`src/rtl/filt2_tx.sv`:
```
// filt2_tx: drives y so that every level change is held for at least HOLD clk cycles.
// Optional macro FILT2_TX_PULSE_LATCH_EN latches requests that revert inside a dwell.
module filt2_tx #(
    parameter int HOLD = 3,
    parameter int CW   = 4
) (
    input  logic clk,
    input  logic rst_n,
    input  logic req,
    output logic y,
    output logic busy
);

    typedef enum logic [1:0] {
        LO      = 2'd0,
        LO_HOLD = 2'd1,
        HI      = 2'd2,
        HI_HOLD = 2'd3
    } state_t;

    localparam logic [CW-1:0] LOAD = CW'(HOLD - 1);

    state_t        state_q, state_d;
    logic          y_q, y_d;
    logic [CW-1:0] cnt_q, cnt_d;
    logic          in_hold;
    logic          pending;

`ifdef FILT2_TX_PULSE_LATCH_EN
    logic pending_q, pending_d;
    assign pending = pending_q;
`else
    assign pending = 1'b0;
`endif

    assign in_hold = (state_q == LO_HOLD) || (state_q == HI_HOLD);

    always_comb begin
        // NOTE: every next-state signal gets a default first so no path infers a latch.
        state_d = state_q;
        y_d     = y_q;
        cnt_d   = cnt_q;
        unique case (state_q)
            LO, HI: begin
                if (req != y_q) begin
                    y_d     = req;
                    state_d = req ? HI_HOLD : LO_HOLD;
                    cnt_d   = LOAD;
                end
            end
            LO_HOLD, HI_HOLD: begin
                // The decrement is gated by cnt!=0, so the counter never wraps.
                if (cnt_q != '0) begin
                    cnt_d = cnt_q - CW'(1);
                end else if ((req != y_q) || pending) begin
                    y_d     = ~y_q;
                    state_d = y_q ? LO_HOLD : HI_HOLD;
                    cnt_d   = LOAD;
                end else begin
                    state_d = y_q ? HI : LO;
                end
            end
        endcase
    end

`ifdef FILT2_TX_PULSE_LATCH_EN
    // A mismatch seen while the dwell runs is remembered; the expiry edge consumes it.
    always_comb begin
        pending_d = pending_q;
        if (in_hold) begin
            pending_d = (cnt_q != '0) && ((req != y_q) || pending_q);
        end
    end
`endif

    always_ff @(posedge clk or negedge rst_n) begin
        if (!rst_n) begin
            state_q   <= LO;
            y_q       <= 1'b0;
            cnt_q     <= '0;
`ifdef FILT2_TX_PULSE_LATCH_EN
            pending_q <= 1'b0;
`endif
        end else begin
            // NOTE: sequential state uses non-blocking assignments only.
            state_q   <= state_d;
            y_q       <= y_d;
            cnt_q     <= cnt_d;
`ifdef FILT2_TX_PULSE_LATCH_EN
            pending_q <= pending_d;
`endif
        end
    end

    assign y    = y_q;
    assign busy = in_hold;

endmodule

```
`config.mk`:
```
export PLATFORM = sky130hd
export DESIGN_NAME = filt2_tx
export DESIGN_NICKNAME = d
export VERILOG_FILES = /design/src/rtl/filt2_tx.sv
export SDC_FILE = /design/constraint.sdc
export NUM_CORES = 1
export LEC_CHECK = 0
export ABC_AREA = 1
export CORE_AREA = 2 2 39 41
export DETAILED_ROUTE_END_ITERATION = 12
export DIE_AREA = 0 0 41 43
export DONT_BUFFER_PORTS = 1
export PLACE_DENSITY = 0.42
export SLEW_MARGIN = 20
export SYNTH_ARGS = -nofsm -noshare
export SYNTH_HDL_FRONTEND = slang
export SYNTH_SLANG_ARGS = --single-unit
```
`constraint.sdc`:
```
create_clock -name clk -period 2.95 [get_ports clk]
set_input_delay 0.4425 -clock clk [delete_from_list [all_inputs] [get_ports clk]]
set_output_delay 0.4425 -clock clk [all_outputs]
set_load 0.01 [all_outputs]
```
# Yosys cells after proc, flatten, opt, wreduce, memory -nomap -nowiden
# Cells that the tools add are included.
dict set report classes {
  n_eq_ne 7
  n_mux 14
  bitwise 1
  reduce_logical 7
  n_addsub 1
}
# op count
set ops {}
lappend ops {{$mux 2} 6}
lappend ops {{$mux 4} 2}
lappend ops {{$pmux 4 s2} 1}
lappend ops {{$ne 2x2->1 const B} 3}
lappend ops {{$eq 2x2->1 const B} 2}
lappend ops {{$pmux 2 s2} 1}
lappend ops {{$reduce_bool 4->1} 1}
lappend ops {{$reduce_or 2->1} 2}
lappend ops {{$sub 4x1->4 const B} 1}
lappend ops {{$mux 1} 3}
lappend ops {{$reduce_and 3->1} 1}
lappend ops {{$eq 2x1->1 const B} 1}
lappend ops {{$logic_not 2->1} 1}
lappend ops {{$pmux 1 s2} 1}
lappend ops {{$reduce_and 2->1} 1}
lappend ops {{$logic_or 1x1->1} 1}
lappend ops {{$ne 1x1->1} 1}
lappend ops {{$not 1->1} 1}
dict set report totals {
  output_inout_bits 2
  ff_bits 7
}

# Longest topological paths before layout
# Gate-level depths: netlist of run 1.
dict set report depth {
  depth_word 4
  depth_mapped 7
}

# Least setup slack after synthesis of run 1
# OpenSTA, ideal clock, no wires.
dict set report synth_path {
  path_kind {register -> register}
  start {register cnt_q[0]}
  end {register cnt_q[1]}
  stages_incl_launch_ff 8
  t_required_ps 2837
  path_slack_ps 1884
  path_buffers 0
  arrival_ps 954
  setup_ps 113
  period_less_slack_ps 1066
  path_cell_list {dfrtp_1 inv_1 ha_1 nand2_2 nand2_4 nand3_1 nand2_1 inv_1}
}
dict set report synth_between {
  elab_chain_len 3
  elab_cells_between_ends 4
}
# item line
set synth_lines {}
lappend synth_lines {{from (decl)} 25} ;# logic [CW-1:0] cnt_q, cnt_d;
lappend synth_lines {{from (signal assigned)} 88} ;# cnt_q <= cnt_d;
lappend synth_lines {{$sub 4x1->4 or $reduce_bool 4->1 (tied branches)} {54, 53}}
lappend synth_lines {{$mux 4 *} 53} ;# if (cnt_q != '0) begin
lappend synth_lines {{$pmux 4 s2 *} 43} ;# unique case (state_q)
lappend synth_lines {{net cnt_d[1]} 25}
# The timed path passes the listed nets; every way through them passes the cells marked *.
# A chain may end at the register's enable or synchronous reset.

# Worst setup path in the final report of run 1
# Same ends and word-level chain as after synthesis.

==> metrics.txt, run 1 <==
status complete, no violations; Worst Clk Skew 0.00326 ns; first-pass GRT wire length 772 um; fraction of the cycle the final worst path needs 39.1%; post-DR vias/cell 4.17; Startpoint Class flip-flop; TNS Setup 0 ns; Lkg Pwr 0.000188 uW; crit path to cnt_q[1]; Port-buffer cells 0; final setup violation count 0; leading cell type in the layout, fill and taps excluded sky130_fd_sc_hd__nand2_1; fraction of the yosys area taken by sequential cells 47.1%; end of the worst register-to-register path cnt_q[1]; delay of the slowest cell on the worst path 0.36 ns; HPWL after detailed placement 404 um; Die Footprint 1760 um2; Rows 14; cell family with the largest share of critical-path delay flip-flops; upper clock frequency limit 0.868 GHz; detailed-route wire length 471 um; number of pins exceeding their max-slew limit in the final report 0; DRC Markers 0; post-layout net count 49; total congestion overflow after global routing 0; CTS Buf Count 3; routed wirelength normalized by instance count 7.98 um; slew at the pin closest to its max-slew limit 0.274 ns; maximum number of pins on one net before global-route repair 8; Root Driver sky130_fd_sc_hd__clkbuf_4; Die Y-Extent 43 um; count of TritonRoute iterations in the first routing pass 2; die boundary width 41 um; antenna-violating nets left 0; critical path data required time 3.08 ns; critical path peak fanout 3; net count of the mapped netlist 44; chain of cells forming the critical path inv_1, ha_1, a21oi_1, nand2_1, nand2_1, inv_1; effective utilization at floorplan 23.1%; highest metal layer with signal wires met3; number of synthesis warnings 0; Critical path buffers and inverters 2; Setup Buffers After CTS 0; detailed-route wire length on metal 1 213 um; final cell area excluding filler cells 368 um2; I/O Pins 5; worst-skew pair later-pin latency 0.24 ns; maximum number of buffers from clock root to sink 2; power density over the cells 1140 nW/um2; post-layout total power 419 uW; Max-Cap Viols 0; type of the setup path with the least slack flip-flop to flip-flop; Critical Path Slowest Stage Cell sky130_fd_sc_hd__dfrtp_1; number of buffers inserted by hold repair at cts 1; min cycle time layout 1.15 ns; layout overhead on the synthesized area 15.3%; final hold violations 0; Yosys reg bits 6; aggregate global-route resource usage 6.76%; Netlist Area Pre-Place 319 um2; Worst EP arrival 1.28 ns; worst max-slew margin expressed relative to the limit 81.7%; met3 layer wire length in the routed design 6 um; TritonCTS clock tree built; class of the most critical hold timing path input pin to flip-flop; via count of the first global-routing pass 208; Core Area 1380 um2; weighted congestion reported at the end of routability-driven placement 0.634; cells after synthesis 40; layout cell share with drive strength beyond 1 16.3%; Antenna diodes 0; commonest cells after routing, fill and taps aside sky130_fd_sc_hd__nand2_1 (9), sky130_fd_sc_hd__inv_1 (7), sky130_fd_sc_hd__nand3_1 (6), sky130_fd_sc_hd__dfrtp_1 (6); total number of cells along the worst setup path 6; launch point of the critical path cnt_q[0]; maximum VDD drop 0.234 mV; number of antenna violations at the first check in global routing 0; launch instance of the worst register-to-register path cnt_q[0]; clk sink count 6; Placed Area 335 um2; cell count of the worst reg-to-reg path 6; slack of the worst reg-to-reg path 1.80 ns; total number of H-tree levels 1; count of different cell masters after synthesis 13; Post-Synthesis Mean Instance Area 7.98 um2; Setup crit end kind flip-flop; metal2 WL 251 um; overall via count from detail_route 246; setup repair after global routing missed its margin false; number of DRC violations after detailed-routing iteration 0 4; clock-pin slew of the registers on the worst-case setup and hold paths 0.04 ns; Resized cells post-CTS 0
==> per-layer routing <==
metal | global-route usage, % | vias to the layer above
met5 | 0 | -
met4 | 6.00 | 0
met3 | 1.57 | 0
met2 | 9.38 | 1
met1 | 8.17 | 112
li1 | - | 133
==> area by class of cell <==
type	instances	area (um2)
multi-input cells	26	139
clock buffers	3	22.5
repair buffers	1	10.0
flip-flops and latches	6	150
well taps	16	20.0
fillers	159	1020
inverters	7	26.3
==> flip-flops by register name (all words and copies together) (netlist names) <==
| signal | cells |
|---|---|
| cnt_q | 4 |
| state_q | 1 |
| y | 1 |
==> metrics by stage <==
stage | setup slack, ns | std cells | hold slack (ns) | util, %
2_1_floorplan | 1.88 | 40 | 0.147 | -
3_3_place_gp | 1.78 | 55 | 0.147 | 24.2
3_5_place_dp | 1.79 | 55 | 0.147 | 24.2
4_1_cts | 1.78 | 59 | 0.340 | 26.6
5_1_grt | 1.67 | 59 | 0.345 | 26.6
6_report | 1.80 | 59 | 0.342 | 26.6
==> where the power goes <==
| group | internal (uW) | total, uW | switching (uW) |
|---|---|---|---|
| Clock | 45.8 | 71.5 | 25.7 |
| Sequential | 125 | 167 | 42.0 |
| Combinational | 74.2 | 181 | 106 |
==> worst register-to-register path, cell delays in order (launching register included) <==
cell and delay (ns):
sky130_fd_sc_hd__dfrtp_1 0.36, sky130_fd_sc_hd__inv_1 0.07, sky130_fd_sc_hd__ha_1 0.25, sky130_fd_sc_hd__a21oi_1 0.21
sky130_fd_sc_hd__nand2_1 0.07, sky130_fd_sc_hd__nand2_1 0.06, sky130_fd_sc_hd__inv_1 0.03
==> synthesized netlist by cell type (all sizes together) <==
cell type	n	area share, %
xnor2	1	2.7
inv	7	8.2
nor2	2	3.1
nand3	6	9.4
o21ai	3	4.7
nand2	12	18
dfrtp	6	47
ha	1	3.9
a21oi	1	1.6
clkbuf	1	1.2
==> logic make-up (layout without fill, tap and decap cells) <==
group                      after synthesis  in the layout  share of synthesized area [%]
and+or+nand+nor                         20             20                           30.6
buffers and inverters                    8             11                           9.41
DFF                                      6              6                           47.1
AOI/OAI and AO/OA                        4              4                           6.27
adders and majority gates                1              1                           3.92
xor gates and xnor gates                 1              1                           2.75
==> worst min path at each step <==
stage	slack [ns]	startpoint	endpoint	depth (start not counted)
2_1_floorplan	0.15	rst_n	cnt_q[0]	0
3_3_place_gp	0.15	rst_n	cnt_q[3]	0
3_5_place_dp	0.15	rst_n	cnt_q[3]	0
4_1_cts	0.34	req	y	2
5_1_grt	0.34	req	y	2
6_report	0.34	req	y	2
No activity file was read; power rests on OpenSTA's default activity.
==> run 2: changes to the inputs <==
clock period = 1.1 ns   (was 2.95 ns; I/O delays follow)
==> run 2 against run 1 <==
Final area is 24% higher. Sequential power grew to 2.7 times the previous value. Critical path type unchanged. Via count rose by 17%.
==> metrics.txt, run 2 (same netlist as run 1, synthesis figures left out) <==
status complete, no violations; maximum VDD drop 0.695 mV (+200%); layout overhead on the synthesized area 43.1%; worst max-slew margin expressed relative to the limit 81.5% (-0.12 points); I/O Pins 5 (unchanged); largest reg by FF count cnt_q; Root Driver sky130_fd_sc_hd__clkbuf_4; power spent charging and discharging nets 597 uW (+240%); die boundary width 41 um (unchanged); layout cell share with drive strength beyond 1 40.4% (+24 points); antenna-violating nets left 0 (unchanged); number of DRC violations after detailed-routing iteration 0 1 (-3); cell count of the worst reg-to-reg path 5 (-1); critical path peak fanout 3 (unchanged); routed wirelength normalized by instance count 9.66 um (+21%); Rows 14 (unchanged); min cycle time layout 1.06 ns (-0.0974 ns); overall via count from detail_route 289 (+17%); Die Y-Extent 43 um (unchanged); worst-skew pair later-pin latency 0.24 ns (about the same); Startpoint Class flip-flop; maximum number of pins on one net before global-route repair 8 (unchanged); switch share 40.2% (-1.4 points); Critical Path Slowest Stage Cell sky130_fd_sc_hd__dfrtp_1; effective utilization at floorplan 23.1% (unchanged); sequential fraction of design power 29.9% (-10 points); share of total power in the clock network 13.6% (-3.5 points); clk sink count 6 (unchanged); aggregate global-route resource usage 8.57% (+1.8 points); delay of the slowest cell on the worst path 0.36 ns (about the same); via count of the first global-routing pass 252 (+21%); Combinational Power Share 56.5% (+13 points); fraction of the cycle the final worst path needs 95.9% (+57 points); post-layout net count 58 (+18%); total number of H-tree levels 1 (unchanged); slack of the worst reg-to-reg path 0.04 ns (-1.75 ns); chain of cells forming the critical path inv_2, ha_4, buf_4, xnor2_1, o21ai_1; Hold Path Depth 2 (unchanged); weighted congestion reported at the end of routability-driven placement 0.638 (+0.66%); final hold violations 0 (unchanged); CTS Buf Count 3 (unchanged); Setup crit end kind flip-flop; number of pins exceeding their max-slew limit in the final report 0 (unchanged); count of TritonRoute iterations in the first routing pass 2 (unchanged); TritonCTS clock tree built; upper clock frequency limit 0.948 GHz (+9.2%); slew at the pin closest to its max-slew limit 0.276 ns (+0.00181 ns); Core Area 1380 um2 (unchanged); Worst Clk Skew 0.000709 ns (-0.00255 ns); Die Footprint 1760 um2 (unchanged); critical path data required time 1.23 ns (-1.85 ns); maximum number of buffers from clock root to sink 2 (unchanged); number of flip-flops in the largest register 4 (unchanged); number of antenna violations at the first check in global routing 0 (unchanged); class of the most critical hold timing path input pin to flip-flop; placed insts 60 (+9.1%); post-DR vias/cell 4.25 (+1.9%); total congestion overflow after global routing 0 (unchanged); final setup violation count 0 (unchanged); DRC Markers 0 (unchanged); post-layout total power 1490 uW (+250%); number of fillers in the final layout 155 (-2.5%); commonest cells after routing, fill and taps aside sky130_fd_sc_hd__nand2_1 (9), sky130_fd_sc_hd__buf_4 (9), sky130_fd_sc_hd__dfrtp_1 (6); Antenna diodes 0 (unchanged); Worst EP arrival 1.18 ns (-0.10 ns); non-filler instance count after layout 68 (+15%); first-pass GRT wire length 924 um (+20%); type of the setup path with the least slack flip-flop to flip-flop; cell internal pwr 889 uW (+260%); detailed-route wire length 657 um (+39%); clock-pin slew of the registers on the worst-case setup and hold paths 0.04 ns (about the same); Port-buffer cells 0 (unchanged); power density over the cells 3250 nW/um2 (+190%); Max-Cap Viols 0 (unchanged); HPWL after detailed placement 454 um (+13%); Lkg Pwr 0.000230 uW (+22%)
[run 2: cell types whose count changed in the layout (fill, tap and decap cells not counted), sizes merged]
| cell | change |
|---|---|
| buf | +9 |
[run 2: metal layers]
| layer | routed length, um | global-route usage, % |
|---|---|---|
| met1 | 271 | 7.82 |
| met2 | 369 | 12.5 |
| met3 | 4 | 3.14 |
| met4 | 11 | 10.0 |
| met5 | 0 | 0 |
[run 2: final timing paths]
kind | startpoint | end
min | req | y
min reg2reg | cnt_q[3] | cnt_q[3]
max reg2reg | cnt_q[1] | cnt_q[2]
max in group asynchronous | rst_n | state_q[0]
min in group asynchronous | rst_n | cnt_q[3]
max | cnt_q[1] | cnt_q[2]
[run 2: final cells by class]
type	instances	area [um2]	share of cell area, %
flip-flops and latches	6	150	32.9
repair buffers	10	77.6	17.0
inverters	7	26.3	5.75
well taps	16	20.0	4.38
clock buffers	3	22.5	4.93
multi-input cells	26	160	35.1
[run 2: timing repair]
| item | in CTS | in global routing |
|---|---|---|
| hold buffers | 1 | 0 |
| setup buffers | 0 | 4 |
| resized for setup | 2 | 4 |
| endpoints found under the hold margin | 6 | 0 |
| pin swaps | 0 | 3 |
| setup endpoints to repair | 2 | 4 |
[run 2: power by group through the flow]
stage	clock network [uW]	logic [uW]	registers, uW
2_1_floorplan	0	434	427
3_3_place_gp	0	637	444
3_5_place_dp	0	638	440
4_1_cts	210	674	437
5_1_grt	223	936	454
6_report	202	840	444
[run 2: worst max-delay path, delay by kind of cell, from the launching register on]
family / cells / cell delay (ns)
AOI/OAI and AO/OA: 1 / 0.09
xor gates and xnor gates: 1 / 0.14
DFF: 1 / 0.36
adders and majority gates: 1 / 0.17
buffers and inverters: 2 / 0.19
[run 2: per-stage QoR]
step	util (%)	hold WS (ns)	setup WS, ns	instance area, um2	TNS [ns]
after floorplan	-	-0.131	0.0336	319	0
after CTS	29.7	0.0494	-0.000207	412	-0.000207
after global placement	26.9	-0.130	-0.0294	373	-0.0315
after detailed placement	26.9	-0.130	-0.0227	373	-0.0227
final	33.0	0.0557	0.0449	457	0
after global routing	33.0	0.0594	-0.0103	457	-0.0103
